<file path="src/rtl/alu32_gate_sequencer_pkg.sv">
// Shared definitions for the ALU32 gate-cluster sequencer: opcodes, FSM encoding
// and the opcode legality helper.
package alu32_pkg;

   localparam int DATA_W = 32;

   localparam logic [2:0] OP_OR  = 3'd0;
   localparam logic [2:0] OP_AND = 3'd1;
   localparam logic [2:0] OP_XOR = 3'd2;
   localparam logic [2:0] OP_NOR = 3'd3;
   localparam logic [2:0] OP_ADD = 3'd4;
   localparam logic [2:0] OP_SUB = 3'd5;

   typedef enum logic [1:0] {
      ST_IDLE   = 2'd0,
      ST_SETTLE = 2'd1,
      ST_DONE   = 2'd2
   } state_e;

   function automatic logic op_legal(input logic [2:0] op);
      return (op <= OP_SUB);
   endfunction

endpackage

</file>
<file path="src/rtl/alu32_gate_sequencer_result_mux.sv">
// Combinational select of the external gate-unit outputs by opcode.
// Illegal opcodes yield zero data and no carry.
module alu32_result_mux
   import alu32_pkg::*;
#(
   parameter int WIDTH = DATA_W
) (
   input  logic [2:0]       op_i,
   input  logic [WIDTH-1:0] or_res_i,
   input  logic [WIDTH-1:0] and_res_i,
   input  logic [WIDTH-1:0] xor_res_i,
   input  logic [WIDTH-1:0] add_res_i,
   input  logic             add_cout_i,
   output logic [WIDTH-1:0] data_o,
   output logic             carry_o
);

   always_comb begin
      data_o  = '0;
      carry_o = 1'b0;
      case (op_i)
         OP_OR:  data_o = or_res_i;
         OP_AND: data_o = and_res_i;
         OP_XOR: data_o = xor_res_i;
         OP_NOR: data_o = ~or_res_i;
         OP_ADD, OP_SUB: begin
            data_o  = add_res_i;
            carry_o = add_cout_i;
         end
         default: ;
      endcase
   end

endmodule

</file>
<file path="src/rtl/alu32_gate_sequencer.sv">
// Sequencer around the external OR/AND/XOR/ADD gate cluster: accepts a request,
// holds operands for SETTLE_CYCLES, captures the selected result, returns it.
module alu32_gate_sequencer
   import alu32_pkg::*;
#(
   parameter int WIDTH         = DATA_W,
   parameter int SETTLE_CYCLES = 2
) (
   input  logic             Clk,
   input  logic             Rst_n,
   input  logic             ReqValid,
   output logic             ReqReady,
   input  logic [2:0]       ReqOp,
   input  logic [WIDTH-1:0] ReqA,
   input  logic [WIDTH-1:0] ReqB,
   output logic [WIDTH-1:0] GateIn1,
   output logic [WIDTH-1:0] GateIn2,
   output logic             GateCin,
   input  logic [WIDTH-1:0] OrRes,
   input  logic [WIDTH-1:0] AndRes,
   input  logic [WIDTH-1:0] XorRes,
   input  logic [WIDTH-1:0] AddRes,
   input  logic             AddCout,
   output logic             RspValid,
   input  logic             RspReady,
   output logic [WIDTH-1:0] RspData,
   output logic             RspZero,
   output logic             RspCarry,
   output logic             RspErr,
   output logic [1:0]       DbgState
);

   // Both sides use valid/ready: a transfer happens on a rising edge where
   // valid and ready are both high; a producer holds valid and payload until then.

   localparam logic [3:0] CNT_INIT = 4'(SETTLE_CYCLES - 1);

   state_e           state_q, state_d;
   logic [3:0]       cnt_q, cnt_d;
   logic [2:0]       op_q;
   logic [WIDTH-1:0] gate_in1_q, gate_in2_q;
   logic             gate_cin_q;
   logic [WIDTH-1:0] data_q;
   logic             zero_q, carry_q, err_q;
   logic [WIDTH-1:0] mux_data;
   logic             mux_carry;
   logic             accept, capture;

   assign accept  = ReqValid && (state_q == ST_IDLE);
   assign capture = (state_q == ST_SETTLE) && (cnt_q == 4'd0);

   always_ff @(posedge Clk or negedge Rst_n) begin
      if (!Rst_n) begin
         state_q <= ST_IDLE;
         cnt_q   <= 4'd0;
      end else begin
         state_q <= state_d;
         cnt_q   <= cnt_d;
      end
   end

   always_comb begin
      state_d = state_q;
      cnt_d   = cnt_q;
      case (state_q)
         ST_IDLE: begin
            if (ReqValid) begin
               if (op_legal(ReqOp)) begin
                  state_d = ST_SETTLE;
                  cnt_d   = CNT_INIT;
               end else begin
                  state_d = ST_DONE;
               end
            end
         end
         ST_SETTLE: begin
            if (cnt_q == 4'd0) state_d = ST_DONE;
            else               cnt_d   = cnt_q - 4'd1;
         end
         ST_DONE: begin
            if (RspReady) state_d = ST_IDLE;
         end
         default: state_d = ST_IDLE;
      endcase
   end

   always_comb begin
      ReqReady = (state_q == ST_IDLE);
      RspValid = (state_q == ST_DONE);
      DbgState = state_q;
   end

   alu32_result_mux #(.WIDTH(WIDTH)) u_mux (
      .op_i       (op_q),
      .or_res_i   (OrRes),
      .and_res_i  (AndRes),
      .xor_res_i  (XorRes),
      .add_res_i  (AddRes),
      .add_cout_i (AddCout),
      .data_o     (mux_data),
      .carry_o    (mux_carry)
   );

   // Illegal ops bypass SETTLE, so their error response is loaded at accept time.
   always_ff @(posedge Clk or negedge Rst_n) begin
      if (!Rst_n) begin
         op_q       <= OP_OR;
         gate_in1_q <= '0;
         gate_in2_q <= '0;
         gate_cin_q <= 1'b0;
         data_q     <= '0;
         zero_q     <= 1'b0;
         carry_q    <= 1'b0;
         err_q      <= 1'b0;
      end else if (accept) begin
         op_q       <= ReqOp;
         gate_in1_q <= ReqA;
         gate_in2_q <= (ReqOp == OP_SUB) ? ~ReqB : ReqB;
         gate_cin_q <= (ReqOp == OP_SUB);
         if (!op_legal(ReqOp)) begin
            data_q  <= '0;
            zero_q  <= 1'b1;
            carry_q <= 1'b0;
            err_q   <= 1'b1;
         end
      end else if (capture) begin
         data_q  <= mux_data;
         zero_q  <= (mux_data == '0);
         carry_q <= mux_carry;
         err_q   <= 1'b0;
      end
   end

   assign GateIn1  = gate_in1_q;
   assign GateIn2  = gate_in2_q;
   assign GateCin  = gate_cin_q;
   assign RspData  = data_q;
   assign RspZero  = zero_q;
   assign RspCarry = carry_q;
   assign RspErr   = err_q;

endmodule
</file>
<file path="config.mk">
export PLATFORM = sky130hd
export DESIGN_NAME = alu32_gate_sequencer
export DESIGN_NICKNAME = d
export VERILOG_FILES = /design/src/rtl/alu32_gate_sequencer_pkg.sv /design/src/rtl/alu32_gate_sequencer_result_mux.sv /design/src/rtl/alu32_gate_sequencer.sv
export SDC_FILE = /design/constraint.sdc
export NUM_CORES = 1
export LEC_CHECK = 0
export CAP_MARGIN = 10
export CORE_AREA = 2 2 140 142
export DETAILED_ROUTE_END_ITERATION = 12
export DIE_AREA = 0 0 142 144
export PLACE_DENSITY = 0.63
export SYNTH_ARGS = -nofsm -noshare
export SYNTH_HDL_FRONTEND = slang
export SYNTH_SLANG_ARGS = --single-unit
</file>
<file path="constraint.sdc">
create_clock -name Clk -period 4.8 [get_ports Clk]
set_clock_uncertainty 0.15 [all_clocks]
set_input_delay 0.96 -clock Clk [delete_from_list [all_inputs] [get_ports Clk]]
set_output_delay 0.96 -clock Clk [all_outputs]
set_load 0.02 [all_outputs]
</file>
**Word level (Yosys, flattened, before mapping)**

Index checks and enable logic that the tools add are counted.

- Add/sub/neg operators: 1
- Order comparisons: 1
- Equal/unequal tests: 14
- Mux-type cells: 23
- Bitwise operators: 2
- Reduce and logical (&&, ||, !) cells: 12

Operators with widths:

| cell | number |
|---|---|
| 32-bit one-hot mux with 5 select lines | 1 |
| 32-bit 2-to-1 mux | 4 |
| 32-bit NOT | 2 |
| 32-bit logical NOT | 1 |
| 4-bit 2-to-1 mux | 3 |
| 3-bit == test (second input constant) | 3 |
| 1-bit 2-to-1 mux | 9 |
| 2-bit 2-to-1 mux | 4 |
| 4-bit one-hot mux with 2 select lines | 1 |
| 3-bit by 2-bit == test with 1-bit output (second input constant) | 2 |
| 2-bit by 1-bit != test with 1-bit output (second input constant) | 3 |
| 2-bit != test (second input constant) | 3 |
| 2-bit one-hot mux with 3 select lines | 1 |
| 4-bit logical NOT | 1 |
| 4-bit AND reduction | 1 |
| 2-bit nonzero test | 2 |
| 4-bit by 1-bit subtractor with 4-bit output (second input constant) | 1 |
| 3-bit by 1-bit == test with 1-bit output (second input constant) | 1 |
| 3-bit <= comparator (second input constant) | 1 |
| 3-bit logical NOT | 1 |
| 3-bit AND reduction | 1 |
| 2-bit by 1-bit == test with 1-bit output (second input constant) | 1 |
| 2-bit == test (second input constant) | 1 |
| 1-bit logical AND | 2 |
| other kinds (3) | 3 |

- Register bits: 109
- Input bits: 200
- Output and inout port bits: 104
- Logic and storage cells: 63

**Logic depth before layout (Yosys ltp)**

Gate-level depths: netlist of the first run.

- Word-level depth: 6
- Depth in mapped cells: 10
- Gate-level depth less buffers: 7

**By module**

Synthesis of the first run repeated with hierarchy kept, for this count alone.

- Cells, all modules: 574
- Area, all modules: 5,606.6 um^2

Modules (own cells, without submodules):

| module | instances | cells each | area each (um^2) |
|---|---|---|---|
| alu32_gate_sequencer | 1 | 416 | 4,414.2 |
| alu32_result_mux | 1 | 158 | 1,192.4 |

**Least setup slack after synthesis of the first run**

OpenSTA, ideal clock, no wires.

- Path kind: input to register
- Start: in ReqValid
- End: reg state_q[1], in the netlist DbgState[1]
- Library setup time: 143 ps
- Arrival time: 2,028 ps
- Required time: 4,507 ps
- Path slack: 2,479 ps
- Cell stages on the path: 5
- Buffers on the path: 2
- Path through: and2_1 buf_2 a31oi_1 clkbuf_1 o21ai_0

- Word-level cells in the longest chain between the ends: 2

RTL lines:

| what | RTL line | text |
|---|---|---|
| start, declared | alu32_gate_sequencer.sv:11 | `input logic ReqValid,` |
| 2-bit != test (no line) | - |  |
| 3-bit AND reduction (no line) | - |  |
| end signal, assigned | alu32_gate_sequencer.sv:57 | `state_q <= state_d;` |
| end, declared | alu32_gate_sequencer.sv:38 | `state_e state_q, state_d;` |

No other way between the ends.
A chain may end at the register's enable or synchronous reset.

**Worst setup path in the final report of the first run**

- Start: reg op_q[1]
- End: reg zero_q, in the netlist RspZero

- Word-level cells in the longest chain between the ends: 6
- Elaborated cells between the ends (all ways): 11
- Classes of those cells: eq/ne (5); mux (3); reduce/logical (3)

RTL lines:

| what | RTL line | text |
|---|---|---|
| start, declared | alu32_gate_sequencer.sv:40 | `logic [2:0] op_q;` |
| start signal, assigned | alu32_gate_sequencer.sv:116 | `op_q <= ReqOp;` |
| 3-bit == test | alu32_gate_sequencer_result_mux.sv:21 | `case (op_i)` |
| 2-bit OR reduction | alu32_gate_sequencer_result_mux.sv:21 |  |
| 32-bit one-hot mux with 5 select lines * | alu32_gate_sequencer_result_mux.sv:21 |  |
| 32-bit logical NOT * | alu32_gate_sequencer.sv:128 | `zero_q <= (mux_data == '0);` |
| 1-bit 2-to-1 mux * | alu32_gate_sequencer.sv:126 | `end else if (capture) begin` |
| 1-bit 2-to-1 mux * | alu32_gate_sequencer.sv:115 | `end else if (accept) begin` |
| end signal, assigned | alu32_gate_sequencer.sv:128 |  |
| end, declared | alu32_gate_sequencer.sv:44 | `logic zero_q, carry_q, err_q;` |

Mark *: on every way between the ends. The rest lies on a longest branch, timed or not. The select of a mux whose other input is x is not followed.

==> out/metrics.cfg, run 1 <==
[status]
status = completed

[floorplanning]
io_pins = 304
start_util_pct = 29.12
num_rows = 51
dieHeight_um = 144
core_area_um2 = 19080
die-area_um2 = 20450
fp.dieW_um = 142

[setup_path]
timing.rr.start = op_q[1]
critPathBufInv = 0
critical_path_arrival_ns = 3.47
startpoint_type = register
slowest_delay_ns = 1.04
required_ns = 4.93
critPathMaxFanout = 62
critical_path_depth = 6
reg2reg_to = RspZero
critPathKind = register to register
cp-end-kind = register
r2r_setup_slack_ns = 1.46
crit_chain = nor2b_2 > a221oi_1 > nand4_1 > nor4_1 > nand4_1 > a21oi_1
path_delay_family = simple AND/OR/NAND/NOR gates
cpMaxStageDelayCell = dfrtp_2
crit_top_cell = nand4_1
rr_worst_depth = 6

[global_routing]
grt_max_degree = 99
grt_pass1_wl_mm = 29.41
antenna_found_initial = 3
grt_pass1_vias = 5403
grt_usage_pct = 18.80
grt-ovfl-total = 0

[route]
drtPass1Iterations = 6
drc = 0
routed_wl_mm = 19.78
ant_nets = 0
drtIter0Drc = 202
num_vias = 5451
vias_per_cell = 4.811
wl_per_cell_um = 17.46

[yosys]
yosysUniqueCellTypes = 35
synth_warnings = 0
ys_seq_area_share_pct = 49.10
syn-instance-count = 615
synth_seq_cells = 109
syn_area_um2 = 5555
syn_nets = 817
syn_area_per_cell_um2 = 9.033

[clock_tree]
cts_sinks = 109
ctsHoldBuffers = 0
cts_buffer_depth = 2
cts_tree = built
cts_inserted_buffers = 9
root_buffer = clkbuf_16
post_cts_buffers = 0
clk_latency_ns = 0.35
clkTransAtPathRegs_ns = 0.08
htree_levels = 3
cts-resized-gates = 0

[job]
maxCapViolCount = 0

[place]
gp_congestion = 0.8158
hpwl_mm = 14.55
portBuffers = 303

[pwr]
p_leak_nw = 3.794
vdd_drop_max_uv = 308.0
fin_total_pwr_mw = 5.507
p_per_area_nw_per_um2 = 609.3

[timing]
worst_slew_pin_slew_ns = 1.090
fmax_mhz = 299.7
report.final.slew_viol_count = 0
hold_viol = 0
max_slew_margin_pct = 27.00
tns_ns = 0
rsz0062_at_grt = false
fin_crit_sh_pct = 69.52
period_minus_slack_ns = 3.337
setup_viol = 0

[final_layout]
n_fill_cell = 1854
syn2layout_area_growth_pct = 62.70
layout-drive-gt1-share_pct = 4.474
nets = 1091

[worst_hold_path]
min_to = RspData[8]
hold_depth = 2
min_path_type = register to register
min_from = RspData[8]

## logic make-up after synthesis
kind of cell | after synthesis | synth area share [%]
adders and majority gates | 2 | 0.4504
muxes | 24 | 4.505
DFF | 109 | 49.10
and+or+nand+nor | 241 | 18.15
AOI/OAI and AO/OA | 146 | 17.66
buffers and inverters | 59 | 4.775
xor gates and xnor gates | 34 | 5.360
## where the power goes
| part | switching [mW] | total, mW | internal, mW |
|---|---|---|---|
| clock | 0.379 | 0.745 | 0.366 |
| combinational | 1.64 | 3.03 | 1.38 |
| sequential | 0.380 | 1.74 | 1.36 |
## metrics by stage
step / std cells / setup slack, ns / hold slack, ns / utilization [%] / instance area, um^2
floorplan: 615 / 2.479 / 0.3115 / - / 5555
global placement: 1116 / 1.270 / 0.3064 / 45.82 / 8742
detailed placement: 1116 / 1.253 / 0.3113 / 45.82 / 8742
CTS: 1132 / 1.345 / 0.3320 / 47.36 / 9036
global route: 1132 / 1.139 / 0.3569 / 47.36 / 9036
finish: 1133 / 1.463 / 0.3289 / 47.37 / 9039
## layout by cell type (no fill, tap or decap), types with 2 or more instances in the layout
master           Yosys  routed
inv_1               11      11
nor2b_1              5       4
xor2_1              33      33
inv_8                0       2
o21ai_0             66      66
a22o_1               8       8
a221oi_1            10      10
mux2i_1             16      16
dfrtp_1            109     107
nor3b_1             10      10
mux2_2               8       8
a2111oi_0           10      10
nand2b_1             4       4
a22oi_1              3       3
nor2_1              19      19
nand2_1            186     185
clkdlybuf4s50_1      0     302
clkbuf_16            0       9
buf_4                3       9
o221ai_1            14      14
o21a_1              14      14
nand4_1              7       7
nor4_1               4       4
dfrtp_2              0       2
a32oi_1             11      11
a21oi_1              6       6
clkinv_4             0       2
and2_1               3       3
ha_1                 2       2
## sequential cells by signal (all words and copies together) (netlist names)
register and flops:
RspData 32, RspErr 1, cnt_q 4, GateIn2 32, GateIn1 32, RspZero 1, GateCin 1, DbgState 2
RspCarry 1, op_q 3
## cell usage after synthesis
library cell,count,share of area (%)
a21oi_1,6,0.54
nor4_1,4,0.45
nor2b_1,5,0.56
o22ai_1,1,0.11
o21a_1,14,1.9
buf_6,2,0.41
buf_1,5,0.34
nor2_2,1,0.11
or2_2,1,0.11
dfrtp_1,109,49
a221oi_1,10,1.6
o21ai_0,66,5.9
inv_1,11,0.74
a22oi_1,3,0.41
buf_4,3,0.41
a2111oi_0,10,1.6
mux2_2,8,1.6
buf_2,14,1.3
nor3b_1,10,1.4
nand4_1,7,0.79
a32oi_1,11,1.7
ha_1,2,0.45
and2_1,3,0.34
nand3b_1,1,0.14
o221ai_1,14,2.2
a31oi_1,2,0.23
nor2_1,19,1.3
xnor2_1,1,0.16
clkbuf_1,24,1.6
a32o_1,1,0.18
nand2_1,186,13
nand2b_1,4,0.45
mux2i_1,16,2.9
a22o_1,8,1.3
xor2_1,33,5.2
## tightest hold or removal path, cell delays in order (launching register included)
cell and delay (ns):
dfrtp_1 0.34, nand2_1 0.05, o21ai_0 0.06
## how the worst max path moves through the flow
stage	slack, ns	end	from
4_1_cts	1.34	RspZero	op_q[2]
2_1_floorplan	2.48	DbgState[1]	ReqValid
5_1_grt	1.14	RspZero	op_q[1]
3_3_place_gp	1.27	RspZero	AndRes[13]
6_report	1.46	RspZero	op_q[1]
3_5_place_dp	1.25	RspZero	AndRes[13]
## cell type report
class                      count  area, um^2  area share [%]
timing repair buffer         311        3090           34.19
clock inverter                 7       68.82          0.7614
antenna                        1       2.502         0.02769
sequential                   109        2730           30.20
inverter                      11       41.29          0.4568
tap                          238       297.8           3.295
multi-input combinational    447        2582           28.57
clock buffer                   9       225.2           2.492
## per-layer routing
metal	track usage, %	vias to the layer above	routed length, um
li1	-	2671	-
met1	23.55	2502	8403
met2	29.57	251	8703
met3	6.954	27	2167
met4	7.316	0	502
met5	0	-	0
Power figures use the tool's default switching activity.
==> run 2: changes to the inputs <==
Settings changed: PLACE_DENSITY 0.63 to 0.65.
Clock period 4.8 ns to 3 ns, I/O delays scaled along.
==> run 2 against run 1 <==
- power is 61% higher
- final area is 1.2% higher
- largest cell class unchanged
- non-clock buffer count is 7 higher
- fmax increased by 28%
- critical path type unchanged
- worst hold slack worse by 0.0020 ns
==> out/metrics.cfg, run 2 (synthesis results as in run 1) <==
[floorplanning]
io_pins = 304
die-area_um2 = 20450
dieHeight_um = 144
start_util_pct = 29.12
num_rows = 51
fp.dieW_um = 142
core_area_um2 = 19080

[clock_tree]
cts_inserted_buffers = 9
htree_levels = 3
cts_sinks = 109
clkTransAtPathRegs_ns = 0.08
post_cts_buffers = 0
clk_latency_ns = 0.35
cts-resized-gates = 0
root_buffer = clkbuf_16
cts_buffer_depth = 2
cts_tree = built

[setup_path]
critPathBufInv = 1
reg2reg_to = RspZero
required_ns = 3.13
critical_path_arrival_ns = 2.74
slowest_delay_ns = 0.57
startpoint_type = register
path_delay_family = simple AND/OR/NAND/NOR gates
critPathMaxFanout = 15
cpMaxStageDelayCell = dfrtp_2
r2r_setup_slack_ns = 0.39
rr_worst_depth = 8
crit_top_cell = nand4_1
crit_chain = nor2_2 > and2_1 > a221oi_1 > nand4_1 > nor4_1 > buf_4 > nand4_1 > a21oi_1
critPathKind = register to register
cp-end-kind = register
timing.rr.start = op_q[0]

[pwr]
switchingPower_mw = 3.833
p_clk_share_pct = 12.8
vdd_drop_max_uv = 450.3
swShare_pct = 43.19
p_leak_nw = 3.837
p_comb_share_pct = 57.4
p_per_area_nw_per_um2 = 970.7
p_seq_share_pct = 29.8
p_int_mw = 5.042

[timing]
rsz0062_at_grt = false
fin_crit_sh_pct = 86.89
setup_viol = 0
period_minus_slack_ns = 2.607
fmax_mhz = 383.6
hold_viol = 0
report.final.slew_viol_count = 0
max_slew_margin_pct = 29.45
worst_slew_pin_slew_ns = 1.054
tns_ns = 0

[route]
drc = 0
drtIter0Drc = 158
routed_wl_mm = 20.00
drtPass1Iterations = 6
vias_per_cell = 4.806
wl_per_cell_um = 17.54
ant_nets = 0
num_vias = 5479

[global_routing]
grt-ovfl-total = 0
met1_usage_pct = 24.08
grt_pass1_vias = 5362
grt_usage_pct = 19.25
use_met3_pct = 7.550
grt_max_degree = 74
use_met2_pct = 30.99
grt-busiest-layer = met2
antenna_found_initial = 1
grt_pass1_wl_mm = 30.26

[place]
portBuffers = 303
gp_congestion = 0.8337
dp.cells = 1122
hpwl_mm = 15.00

[job]
maxCapViolCount = 0

[status]
status = completed

[worst_hold_path]
hold_depth = 2
min_from = GateIn1[21]
min_path_type = register to register
min_to = GateIn1[21]

[final_layout]
nets = 1098
final_cells = 1140
final_cell_mix = clkdlybuf4s50_1 (302), nand2_1 (185), dfrtp_1 (107)
layout-drive-gt1-share_pct = 4.994
final_common_cell = clkdlybuf4s50_1
syn2layout_area_growth_pct = 64.59

run 2: cell types whose count changed in the layout (fill, tap and decap cells not counted), sizes merged:
cell / change
inv: -1
dlygate4sd3: +1
clkbuf: +1
clkinv: -3
buf: +6
clkinvlp: +3
run 2: worst register-to-register path, cell delays in order, from the launching register on:
cell and delay (ns):
dfrtp_2 0.57, nor2_2 0.20, and2_1 0.36, a221oi_1 0.43
nand4_1 0.18, nor4_1 0.27, buf_4 0.17, nand4_1 0.06
a21oi_1 0.15
run 2: layer usage:
layer / vias up / part of all wire, %
li1: 2687 / -
met1: 2539 / 42
met2: 235 / 46
met3: 18 / 10
met4: 0 / 1.6
met5: - / 0
run 2: power by group through the flow:
stage | Combinational (mW) | Sequential [mW] | Clock, mW
after floorplan | 2.04 | 3.36 | 0
after global placement | 5.11 | 2.65 | 0
after detailed placement | 5.15 | 2.67 | 0
after CTS | 5.16 | 2.65 | 1.18
after global routing | 5.54 | 2.75 | 1.24
final | 5.10 | 2.65 | 1.13
run 2: worst max path at each step:
stage                           start     endpoint  slack [ns]  cells past startpoint
final                         op_q[0]      RspZero        0.39                      8
after global routing          op_q[0]      RspZero        0.15                      8
after detailed placement   AndRes[22]      RspZero        0.27                      9
after global placement     AndRes[22]      RspZero        0.32                      9
after floorplan           DbgState[1]  DbgState[1]        0.92                      6
after CTS                 DbgState[0]     ReqReady        0.38                      2
run 2: layout make-up:
cell class                 instances  area (um^2)
inverter                          11        41.29
clock buffer                      10        229.0
sequential                       109         2730
clock inverter                     6        47.55
tap                              238        297.8
timing repair buffer             318         3208
antenna                            1        2.502
multi-input combinational        447         2587
fill                            1854         9936
run 2: timing repair:
action	4_1_cts	5_1_grt
endpoints found under the setup margin	0	0
hold buffers	1	0
endpoints found under the hold margin	16	0
run 2: stage by stage:
step,setup slack (ns),util (%),power (mW),hold slack (ns),instance area [um^2]
finish,0.3933,47.92,8.876,0.3269,9144
global route,0.1465,47.91,9.520,0.3486,9141
CTS,0.3811,47.91,8.992,0.3301,9141
detailed placement,0.2689,46.41,7.813,0.3109,8855
global placement,0.3172,46.41,7.762,0.3071,8855
floorplan,0.9213,-,5.406,0.1544,5555
==> run 3: changes to the inputs <==
Clock period 3 ns to 2.3 ns, I/O delays scaled along.
==> run 3 against run 2 <==
- non-clock buffer count rose by 57
- first-iteration DRC count up 11%
- sequential cell count did not move
- worst setup slack worse by 0.35 ns
- sequential power rose by 28%
- largest cell class unchanged
- cell count is 5.1% higher
- final area increased by 8.2%
- critical path type unchanged
- largest power group unchanged
- routed wire length rose by 5.5%
==> out/metrics.cfg, run 3 (synthesis results as in run 1) <==
[floorplanning]
num_rows = 51
io_pins = 304
fp.dieW_um = 142
core_area_um2 = 19080
die-area_um2 = 20450
dieHeight_um = 144
start_util_pct = 29.12

[global_routing]
grt_pass1_vias = 5674
grt_pass1_wl_mm = 31.28
grt_max_degree = 71
grt_usage_pct = 19.91
antenna_found_initial = 1
grt-ovfl-total = 0

[pwr]
vdd_drop_max_uv = 601.1
p_per_area_nw_per_um2 = 1311
p_leak_nw = 4.238
fin_total_pwr_mw = 12.96

[clock_tree]
clk_latency_ns = 0.35
cts_sinks = 109
root_buffer = clkbuf_16
cts_tree = built
cts_inserted_buffers = 9
htree_levels = 3
cts_buffer_depth = 2
clkTransAtPathRegs_ns = 0.08

[timing]
report.final.slew_viol_count = 0
fmax_mhz = 442.2
rsz0062_at_grt = true
worst_slew_pin_slew_ns = 0.5982
fin_crit_sh_pct = 98.33
hold_viol = 0
max_slew_margin_pct = 60.04
fin_ws_ns = 0.03849
timing.hold.ws_ns = 0.3303
setup_viol = 0
period_minus_slack_ns = 2.262
tns_ns = 0

[setup_path]
cpMaxStageDelayCell = dfrtp_2
critPathBufInv = 3
slowest_delay_ns = 0.45
required_ns = 2.44
critPathMaxFanout = 11
critPathKind = register to register
path_delay_family = simple AND/OR/NAND/NOR gates
cp-end-kind = register
startpoint_type = register
crit_chain = buf_4 > buf_16 > nand2b_1 > o221ai_1 > o21a_1 > nand4_1 > nor4_1 > buf_4 > nand4_1 > a21oi_2
critical_path_arrival_ns = 2.40

[worst_hold_path]
min_path_type = register to register

[place]
dp_worst_setup_slack_ns = -0.3444
hpwl_mm = 15.30
gp_congestion = 0.8628
placed_area_um2 = 9150
portBuffers = 303

[final_layout]
n_fill_cell = 1776
final_common_cell = clkdlybuf4s50_1
final_area_um2 = 9889
layout-drive-gt1-share_pct = 13.57
final_cell_mix = clkdlybuf4s50_1 (301), nand2_1 (185), dfrtp_1 (107)
syn2layout_area_growth_pct = 78.02
nets = 1155

[route]
num_vias = 5798
ant_nets = 0
wl_per_cell_um = 17.61
drtIter0Drc = 175
drc = 0
drtPass1Iterations = 4
vias_per_cell = 4.840
routed_wl_mm = 21.10

[job]
maxCapViolCount = 0

[status]
status = completed

[run 3: layout make-up]
type,count,area [um^2],share of cell area [%]
clock inverter,6,55.05,0.5567
antenna,2,5.005,0.05061
sequential,109,2730,27.61
timing repair buffer,375,3757,37.99
multi-input combinational,447,2774,28.05
clock buffer,10,229.0,2.315
inverter,11,41.29,0.4175
tap,238,297.8,3.011
[run 3: per-layer routing]
metal,track usage (%),vias up,share of wire [%]
li1,-,2800,-
met1,24.07,2725,41
met2,33.87,248,48
met3,6.060,25,9.2
met4,6.737,0,2.0
met5,0,-,0
[run 3: final timing paths]
path / from / end / slack (ns) / depth (start not counted)
max: op_q[0] / RspZero / 0.04 / 10
max in group asynchronous: Rst_n / RspData[28] / 0.99 / 3
min reg2reg: GateIn1[6] / GateIn1[6] / 0.33 / 2
min: GateIn1[6] / GateIn1[6] / 0.33 / 2
max reg2reg: op_q[0] / RspZero / 0.04 / 10
min in group asynchronous: Rst_n / GateIn1[5] / 0.40 / 2
[run 3: report_power, final]
group / total, mW / internal (mW) / switching (mW) / leakage, nW
logic: 8.04 / 3.94 / 4.10 / 2.72
clock network: 1.54 / 0.761 / 0.776 / 0.140
registers: 3.39 / 2.84 / 0.552 / 1.37
[run 3: worst min-delay path: cells and delay by family, from the launching register on]
| kind | cells | cell delay, ns |
|---|---|---|
| flip-flops | 1 | 0.35 |
| AND/OR/NAND/NOR | 2 | 0.10 |
[run 3: stage by stage]
stage	utilization (%)	cells
floorplan	-	615
CTS	50.42	1179
finish	51.83	1198
global route	51.82	1197
global placement	47.96	1153
detailed placement	47.96	1153
[run 3: timing repair]
item / 4_1_cts / 5_1_grt
pin swaps: 8 / 18
hold buffers: 1 / 0
setup buffers: 8 / 15
endpoints found under the hold margin: 22 / 0
cloned: 1 / 2
setup endpoints to repair: 1 / 2
resized for setup: 17 / 33
